**src/rtl/fetch_unit_pkg.sv**
```systemverilog
// Shared types and constants for the instruction-fetch stage.
// Used by fetch_unit and if_id_latch.
package fetch_unit_pkg;

    typedef logic [31:0] word_t;

    typedef enum logic {
        FS_RUN,
        FS_HALT
    } fetch_state_t;

    parameter word_t HALT_INSTR = 32'hFFFF_FFFF;
    parameter word_t NOP_INSTR  = 32'h0;

endpackage

```
**src/rtl/fetch_unit_if_id.sv**
```systemverilog
// IF/ID pipeline latch holding {instr, npc, valid}.
// Priority: bubble > load > hold.
module if_id_latch
    import fetch_unit_pkg::*;
(
    input  logic  CLK,
    input  logic  nRST,
    input  logic  load,
    input  logic  bubble,
    input  word_t instr_d,
    input  word_t npc_d,
    output word_t instr,
    output word_t npc,
    output logic  valid
);

    always_ff @(posedge CLK or negedge nRST) begin
        if (!nRST) begin
            instr <= NOP_INSTR;
            npc   <= '0;
            valid <= 1'b0;
        end else if (bubble) begin
            instr <= NOP_INSTR;
            npc   <= '0;
            valid <= 1'b0;
        end else if (load) begin
            instr <= instr_d;
            npc   <= npc_d;
            valid <= 1'b1;
        end
    end

endmodule

```
**src/rtl/fetch_unit.sv**
```systemverilog
// Instruction-fetch stage: PC, imem request, halt FSM and IF/ID latch.
// Define FETCH_PERF_EN to enable the saturating fetch_count performance counter.
//
// state   | meaning
// FS_RUN  | fetching; imemREN asserted
// FS_HALT | halt word latched; fetch frozen until redirect
module fetch_unit
    import fetch_unit_pkg::*;
#(
    parameter word_t PC_INIT   = 32'h0000_0000,
    parameter word_t HALT_WORD = 32'hFFFF_FFFF
) (
    input  logic  CLK,
    input  logic  nRST,
    input  logic  ihit,
    input  word_t imemload,
    output logic  imemREN,
    output word_t imemaddr,
    input  logic  stall,
    input  logic  flush,
    input  logic  redirect,
    input  word_t redirect_pc,
    output word_t ifid_instr,
    output word_t ifid_npc,
    output logic  ifid_valid,
    output logic  halted,
    output word_t fetch_count
);

    fetch_state_t state, state_next;
    word_t        pc, pc_next, pc_plus4;
    logic         advance, is_halt;
    logic         latch_load, latch_bubble;

    assign pc_plus4 = pc + 32'd4;
    assign advance  = (state == FS_RUN) && ihit && !stall && !redirect;
    assign is_halt  = (imemload == HALT_WORD);
    assign imemREN  = (state == FS_RUN);
    assign imemaddr = pc;
    assign halted   = (state == FS_HALT);

    always_ff @(posedge CLK or negedge nRST) begin
        if (!nRST) begin
            state <= FS_RUN;
            pc    <= PC_INIT;
        end else begin
            state <= state_next;
            pc    <= pc_next;
        end
    end

    always_comb begin
        state_next   = state;
        pc_next      = pc;
        latch_load   = 1'b0;
        latch_bubble = 1'b0;
        if (redirect) begin
            state_next   = FS_RUN;
            pc_next      = {redirect_pc[31:2], 2'b00};
            latch_bubble = 1'b1;
        end else if (stall) begin
            latch_bubble = flush;
        end else if (advance) begin
            latch_load   = 1'b1;
            latch_bubble = flush;
            if (is_halt) begin
                state_next = FS_HALT;
            end else begin
                pc_next = pc_plus4;
            end
        end else begin
            // idle or halted without stall: never let decode see a stale instruction twice
            latch_bubble = 1'b1;
        end
    end

    if_id_latch u_if_id (
        .CLK     (CLK),
        .nRST    (nRST),
        .load    (latch_load),
        .bubble  (latch_bubble),
        .instr_d (imemload),
        .npc_d   (pc_plus4),
        .instr   (ifid_instr),
        .npc     (ifid_npc),
        .valid   (ifid_valid)
    );

`ifdef FETCH_PERF_EN
    word_t count_q;

    always_ff @(posedge CLK or negedge nRST) begin
        if (!nRST) begin
            count_q <= '0;
        end else if (advance && (count_q != 32'hFFFF_FFFF)) begin
            count_q <= count_q + 32'd1;
        end
    end

    assign fetch_count = count_q;
`else
    assign fetch_count = '0;
`endif

endmodule

```
**config.mk**
```make
export PLATFORM = sky130hd
export DESIGN_NAME = fetch_unit
export DESIGN_NICKNAME = d
export VERILOG_FILES = /design/src/rtl/fetch_unit_pkg.sv /design/src/rtl/fetch_unit_if_id.sv /design/src/rtl/fetch_unit.sv
export SDC_FILE = /design/constraint.sdc
export NUM_CORES = 1
export LEC_CHECK = 0
export ABC_CLOCK_PERIOD_IN_PS = 4450
export BUFFER_PORTS_ARGS = -buffer_cell sky130_fd_sc_hd__buf_4
export CAP_MARGIN = 0
export CORE_ASPECT_RATIO = 0.8
export CORE_MARGIN = 8
export CORE_UTILIZATION = 53
export DETAILED_ROUTE_END_ITERATION = 10
export GPL_ROUTABILITY_DRIVEN = 0
export PLACE_DENSITY = 0.87
export SLEW_MARGIN = 20
export SYNTH_ARGS = -nofsm -noshare
export SYNTH_HDL_FRONTEND = slang
export SYNTH_SLANG_ARGS = --single-unit
```
**constraint.sdc**
```tcl
create_clock -name CLK -period 4.45 [get_ports CLK]
set_input_delay 0.2225 -clock CLK [delete_from_list [all_inputs] [get_ports CLK]]
set_output_delay 0.2225 -clock CLK [all_outputs]
set_load 0.1 [all_outputs]
```
==> results of run 1 <==
==> through the flow <==
| step | hold WS (ns) | total power (W) | setup slack, ns | cells |
|---|---|---|---|---|
| 3_3_place_gp | 0.167 | 0.00168 | 1.98 | 746 |
| 3_5_place_dp | 0.177 | 0.00169 | 1.93 | 746 |
| 6_report | 0.101 | 0.00243 | 1.93 | 763 |
| 2_1_floorplan | -0.0731 | 0.00153 | 1.41 | 532 |
| 4_1_cts | 0.0949 | 0.00245 | 1.95 | 763 |
| 5_1_grt | 0.0945 | 0.00252 | 1.80 | 763 |
==> where the power goes <==
group | leakage (nW) | switching [W] | internal (W)
Sequential | 1.24 | 0.0000662 | 0.000902
Clock | 0.141 | 0.000361 | 0.000394
Combinational | 1.55 | 0.000562 | 0.000151
Total | 2.93 | 0.000989 | 0.00145
==> area by class of cell <==
class | count | area share, %
inverter | 6 | 0.353
sequential | 95 | 37.3
timing repair buffer | 172 | 20.3
clock inverter | 6 | 0.902
clock buffer | 10 | 3.59
tap | 115 | 2.26
multi-input combinational | 359 | 35.3
==> cell families after synthesis <==
logic type | share of synthesized area [%]
and+or+nand+nor | 19.7
AOI/OAI and AO/OA | 17.6
DFF | 48.2
buffers and inverters | 8.80
xor gates and xnor gates | 4.97
muxes | 0.406
adders and majority gates | 0.254
other | 0.0760
==> worst reg2reg max path: stages, from the launching register on <==
cell and delay [ns]:
dfrtp_1 0.45, ha_1 0.31, and3_2 0.29, nand4_4 0.20
or4_4 0.59, or4_1 0.42, a31oi_1 0.19
==> registers in the layout (all words and copies together) (netlist names) <==
register	cells
u_if_id.valid	1
imemaddr	30
halted	1
u_if_id.npc	31
u_if_id.instr	32
==> per-layer routing <==
| metal | up-vias | wire (um) | share of wire (%) | track usage [%] |
|---|---|---|---|---|
| li1 | 2075 | - | - | - |
| met1 | 2258 | 6290 | 41 | 30.9 |
| met2 | 242 | 7560 | 49 | 39.0 |
| met3 | 32 | 1260 | 8.1 | 5.85 |
| met4 | 0 | 405 | 2.6 | 9.70 |
| met5 | - | 0 | 0 | 0 |
==> layout by cell type (no fill, tap or decap), types with 6 or more instances in the layout <==
cell type and instances:
dfrtp_1 95, conb_1 34, clkbuf_16 9, xor2_1 14
nand3_1 16, or4_1 22, buf_4 171, nor4_1 6
nand2_1 41, xnor2_1 14, o21ai_0 24, nor2_1 33
o31ai_1 18, a22o_1 38, a31oi_1 26, nand4_1 19
==> final timing paths <==
check	startpoint	end	slack, ns
max in group asynchronous	nRST	u_if_id.npc[17]	2.91
setup / recovery	imemaddr[2]	imemaddr[28]	1.93
hold / removal	imemload[1]	u_if_id.instr[1]	0.10
setup reg to reg	imemaddr[2]	imemaddr[28]	1.93
min in group asynchronous	nRST	u_if_id.instr[25]	0.35
hold reg to reg	u_if_id.npc[6]	u_if_id.npc[6]	0.48
==> repair_timing <==
action	in CTS	in global routing
endpoints found under the setup margin	0	0
endpoints found under the hold margin	30	0
resized for setup	0	0
hold buffers	1	0
==> reports/qor.txt, run 1 <==
worst hold path class - in -> reg
antenna-violating nets left - 0
Final Cycle Share - 56.7%
RSZ-0062 raised after global routing - no
crit path launch type - flip-flop
final hold vios - 0
post-synthesis instance area - 4930 um^2
worst hold path depth - 2
Rows - 31
nets - 714
number of global-route vias before repair - 4557
cts bufs inserted - 9
TritonCTS clock tree - done
Max Fclk - 0.396 GHz
DR vias - 4607
Post-CTS Setup Bufs - 0
Clock Skews - 0.00833 ns
clk_lat worst skew - 0.35 ns
Die X - 124 um
synth cell count leaders - 95 x dfrtp_1, 41 x nand2_1, 38 x a22o_1
IO Count - 201
post-route cell area - 6380 um^2
initial core utilization - 54.6%
number of flops mapped to enable cells by yosys - 0
min cycle time layout - 2.52 ns
relative slew slack - 32.2%
Synth Flop Type - dfrtp_1
top-area cell type share of the netlist area - 48.2%
Leakage Power - 2.93 nW
setup_tns - 0 ns
asr flop ratio synth - 100%
register bit total from synthesis - 95
crit-path cells - ha_1 > and3_2 > nand4_4 > or4_4 > or4_1 > a31oi_1
CP Class - reg -> reg
Placed Area - 6080 um^2
first-pass GRT wire length - 23900 um
total stage count of the critical path - 6
IO buf count - 164
worst reg2reg path depth - 6
CTS H-tree lvls - 3
CP Capture Type - flip-flop
most common cell in the netlist - dfrtp_1
DIE AREA - 12700 um^2
DR pass1 iterations - 5
Slew @ Worst Pin - 1.01 ns
critical path required time - 4.71 ns
crit path DAT - 2.79 ns
Max Cap Viol - 0
DR iter-0 viols - 505
CTS Root Cell - clkbuf_16
final setup fails - 0
YS warnings - 0
Crit-path slowest cell - or4_4
CP Max Fanout - 7
layout cells sized above 1 - 30.6%
critical path's largest stage delay - 0.59 ns
Fill cells - 684
largest net degree at the start of global routing - 66
GRT Total Usage - 24.3%
hpwl dp - 11200 um
Synth Instances - 499
Antenna Diode Count - 0
Netlist cell types - 45
Worst-path clk slew - 0.07 ns
CP top delay family - simple AND/OR/NAND/NOR gates
initial antenna violation count - 0
Residual DRC - 0
Synth area leaders - dfrtp_1 48%, a22o_1 6.7%, buf_4 5.5%
syn_area_per_cell - 9.88 um^2
clock sink count - 95
Reg area - 2380 um^2
Slew Viols, Final - 0
Clock Path Buffers - 2
status - completed
vias per cell - 6.04
Die H - 102 um
Max VDD drop - 0.251 mV
Yosys top cell by area - dfrtp_1
Wirelength per Cell - 20.3 um
final wirelength - 15500 um
Buf/Inv on CP - 0
pwr dens - 382 nW/um^2
Overflow after GRT - 0
Final Util - 70.6%
multi-input logic area - 2250 um^2
Seq/Total Area, Yosys - 48.2%
CORE AREA - 9040 um^2
P&R area growth vs syn - 29.3%
Note: power is estimated with default switching activity, not from simulation.
==> run 2: changes to the inputs <==
--- a/config.mk
+++ b/config.mk
@@ -5,15 +5,16 @@
 export SDC_FILE = /design/constraint.sdc
 export NUM_CORES = 1
 export LEC_CHECK = 0
-export ABC_CLOCK_PERIOD_IN_PS = 4450
+export ABC_AREA = 1
+export ABC_CLOCK_PERIOD_IN_PS = 2500
 export BUFFER_PORTS_ARGS = -buffer_cell sky130_fd_sc_hd__buf_4
 export CAP_MARGIN = 0
 export CORE_ASPECT_RATIO = 0.8
 export CORE_MARGIN = 8
-export CORE_UTILIZATION = 53
+export CORE_UTILIZATION = 49
 export DETAILED_ROUTE_END_ITERATION = 10
 export GPL_ROUTABILITY_DRIVEN = 0
-export PLACE_DENSITY = 0.87
+export PLACE_DENSITY = 0.8
 export SLEW_MARGIN = 20
 export SYNTH_ARGS = -nofsm -noshare
 export SYNTH_HDL_FRONTEND = slang
==> constraint.sdc (replaced) <==
create_clock -name CLK -period 2.5 [get_ports CLK]
set_input_delay 0.125 -clock CLK [delete_from_list [all_inputs] [get_ports CLK]]
set_output_delay 0.125 -clock CLK [all_outputs]
set_load 0.1 [all_outputs]
==> reports/qor.txt, run 2 <==
CTS Root Cell - clkbuf_16
post-synthesis instance area - 5090 um^2 (+3.2%)
first-pass GRT wire length - 24800 um (+3.9%)
CORE AREA - 10200 um^2 (+13%)
clock sink count - 95 (unchanged)
worst reg2reg path depth - 8 (+2)
DR vias - 4842 (+5.1%)
Leakage Power - 3.40 nW (+16%)
Worst-path clk slew - 0.07 ns (about the same)
Clock Skews - 0.00564 ns (-0.00269 ns)
CP Class - in -> reg
Antenna Diode Count - 0 (unchanged)
syn_area_per_cell - 8.31 um^2 (-16%)
Netlist cell types - 29 (-36%)
worst reg-to-reg setup slack - 0.71 ns (-1.22 ns)
Net Sw Power - 0.00186 W (+88%)
final wirelength - 15800 um (+2.2%)
YS warnings - 0 (unchanged)
relative slew slack - 39.6% (+7.3 points)
Fill cells - 909 (+33%)
Seq/Total Area, Yosys - 46.7% (-1.5 points)
DR iter-0 viols - 363 (-28%)
min cycle time layout - 1.84 ns
worst hold endpoint - imemaddr[19]
Residual DRC - 0 (unchanged)
vias per cell - 5.29 (-12%)
layout cells sized above 1 - 27.7% (-2.8 points)
critical path required time - 2.77 ns (-1.94 ns)
IO Count - 201 (unchanged)
Final Cycle Share - 73.6%
CP Capture Type - flip-flop
largest net degree at the start of global routing - 65 (-1.5%)
Final Util - 64.9% (-5.6 points)
Die X - 130 um (+4.9%)
Max VDD drop - 0.432 mV (+72%)
GRT Total Usage - 22.4% (-1.9 points)
initial core utilization - 49.9% (-4.6 points)
Clk network pwr share - 29.8% (-1.2 points)
most frequent cells in the layout - 212 x nand2_1, 168 x buf_4, 94 x dfrtp_1, 80 x nand3_1, 40 x nor2_1
final setup fails - 0 (unchanged)
worst hold path depth - 3 (+1)
setup_tns - 0 ns (unchanged)
antenna-violating nets left - 0 (unchanged)
asr flop ratio synth - 100% (unchanged)
Rows - 33 (+6.5%)
pwr dens - 672 nW/um^2 (+76%)
Reg power frac - 38.8% (-0.9 points)
Clock Path Buffers - 2 (unchanged)
number of flops mapped to enable cells by yosys - 0 (unchanged)
Hold Worst Slack - 0.00831 ns (-0.0927 ns)
most common cell in the netlist - nand2_1
TritonCTS clock tree - done
Slew @ Worst Pin - 0.905 ns (-0.105 ns)
final hold vios - 0 (unchanged)
launch point of the worst reg-to-reg path - imemaddr[2]
hpwl dp - 11600 um (+3.6%)
Hold Crit Start - redirect_pc[19]
Yosys top cell by area - dfrtp_1
FF-to-FF End - imemaddr[24]
number of global-route vias before repair - 4801 (+5.4%)
worst hold path class - in -> reg
IO buf count - 164 (unchanged)
CTS H-tree lvls - 3 (unchanged)
internal power - 0.00259 W (+79%)
Synth Instances - 613 (+23%)
cts bufs inserted - 9 (unchanged)
clk_lat worst skew - 0.34 ns (about the same)
register bit total from synthesis - 95 (unchanged)
Die H - 107 um (+4.8%)
Overflow after GRT - 0 (unchanged)
Slew Viols, Final - 0 (unchanged)
top-area cell type share of the netlist area - 46.7% (-1.5 points)
Sw Share - 41.7% (+1.1 points)
Synth Flop Type - dfrtp_1
crit path DAT - 2.11 ns (-0.68 ns)
synth cell count leaders - 212 x nand2_1, 95 x dfrtp_1, 80 x nand3_1
Max Fclk - 0.543 GHz
RSZ-0062 raised after global routing - no
CP Max Fanout - 25 (+18)
Post-Layout Cell Count - 915 (+20%)
initial antenna violation count - 0 (unchanged)
most flop-heavy register - u_if_id.instr
max reg flops - 32 (unchanged)
placed insts - 891 (+19%)
Wirelength per Cell - 17.3 um (-15%)
status - completed
combinational share of power - 31.4% (+2.1 points)
commonest non-fill, non-tap cell in the layout - nand2_1
Synth area leaders - dfrtp_1 47%, nand2_1 16%, nand3_1 7.9%
Post-CTS Setup Bufs - 0 (unchanged)
DIE AREA - 13900 um^2 (+10%)
nets - 841 (+18%)
Max Cap Viol - 0 (unchanged)
crit path launch type - input pin
DR pass1 iterations - 5 (unchanged)
P&R area growth vs syn - 30.0%
## run 2: cell types whose count changed in the layout (fill, tap and decap cells not counted), moves of 22 or more
cell,delta
nand3_1,+64
a22o_1,-38
a31oi_1,-26
or4_1,-22
a32o_1,+32
nand2_1,+171
## run 2: stage by stage
stage          total power (W)  setup slack, ns  area (um^2)
2_1_floorplan          0.00283            0.249         5220
3_3_place_gp           0.00312            0.777         6250
3_5_place_dp           0.00314            0.755         6250
4_1_cts                0.00448            0.682         6620
5_1_grt                0.00461            0.515         6620
6_report               0.00445            0.659         6620
## run 2: how the worst max path moves through the flow
stage	from	slack [ns]	cells after the start	to
6_report	imemload[3]	0.66	11	imemaddr[27]
5_1_grt	imemload[3]	0.51	11	imemaddr[27]
4_1_cts	imemload[3]	0.68	11	imemaddr[27]
3_5_place_dp	halted	0.76	7	u_if_id.instr[27]
3_3_place_gp	imemaddr[2]	0.78	8	imemaddr[24]
2_1_floorplan	halted	0.25	7	u_if_id.instr[10]
## run 2: power by group through the flow
stage	registers (W)	clock network (W)	logic (W)
2_1_floorplan	0.00230	0	0.000528
3_3_place_gp	0.00175	0	0.00137
3_5_place_dp	0.00175	0	0.00138
4_1_cts	0.00172	0.00136	0.00140
5_1_grt	0.00174	0.00141	0.00146
6_report	0.00173	0.00133	0.00140
## run 2: cell type report
class                      count  area, um^2  share of cell area [%]
clock buffer                   9         225                    3.40
clock inverter                 7        62.6                   0.945
inverter                      16        63.8                   0.964
multi-input combinational    471        2360                    35.6
sequential                    95        2380                    35.9
tap                          140         175                    2.65
timing repair buffer         177        1360                    20.6
## run 2: metal layers
metal / track usage, % / part of all wire, % / vias up
li1: - / - / 2273
met1: 28.7 / 42 / 2333
met2: 37.5 / 49 / 209
met3: 4.71 / 7.5 / 27
met4: 6.62 / 2.0 / 0
met5: 0 / 0 / -
## run 2: cells by family after synthesis
| group | synth area share, % |
|---|---|
| AOI/OAI and AO/OA | 8.06 |
| xor gates and xnor gates | 2.73 |
| adders and majority gates | 0.246 |
| buffers and inverters | 9.63 |
| DFF | 46.7 |
| other | 0.0736 |
| and+or+nand+nor | 32.6 |
## run 2: worst max-delay path, stage by stage
cell and delay, ns:
dlygate4sd3_1 0.55, buf_4 0.14, nand2_1 0.05, nor2_1 0.03, nand2_1 0.05, nor2_1 0.06, nand2_1 0.10, nand2_4 0.21
nor2_4 0.52, nand2_1 0.13, nand3_1 0.11
## run 2: what timing repair did
item                      4_1_cts  5_1_grt
hold endpoints to repair       63        0
gates resized for setup         0        0
hold buffers                    8        0
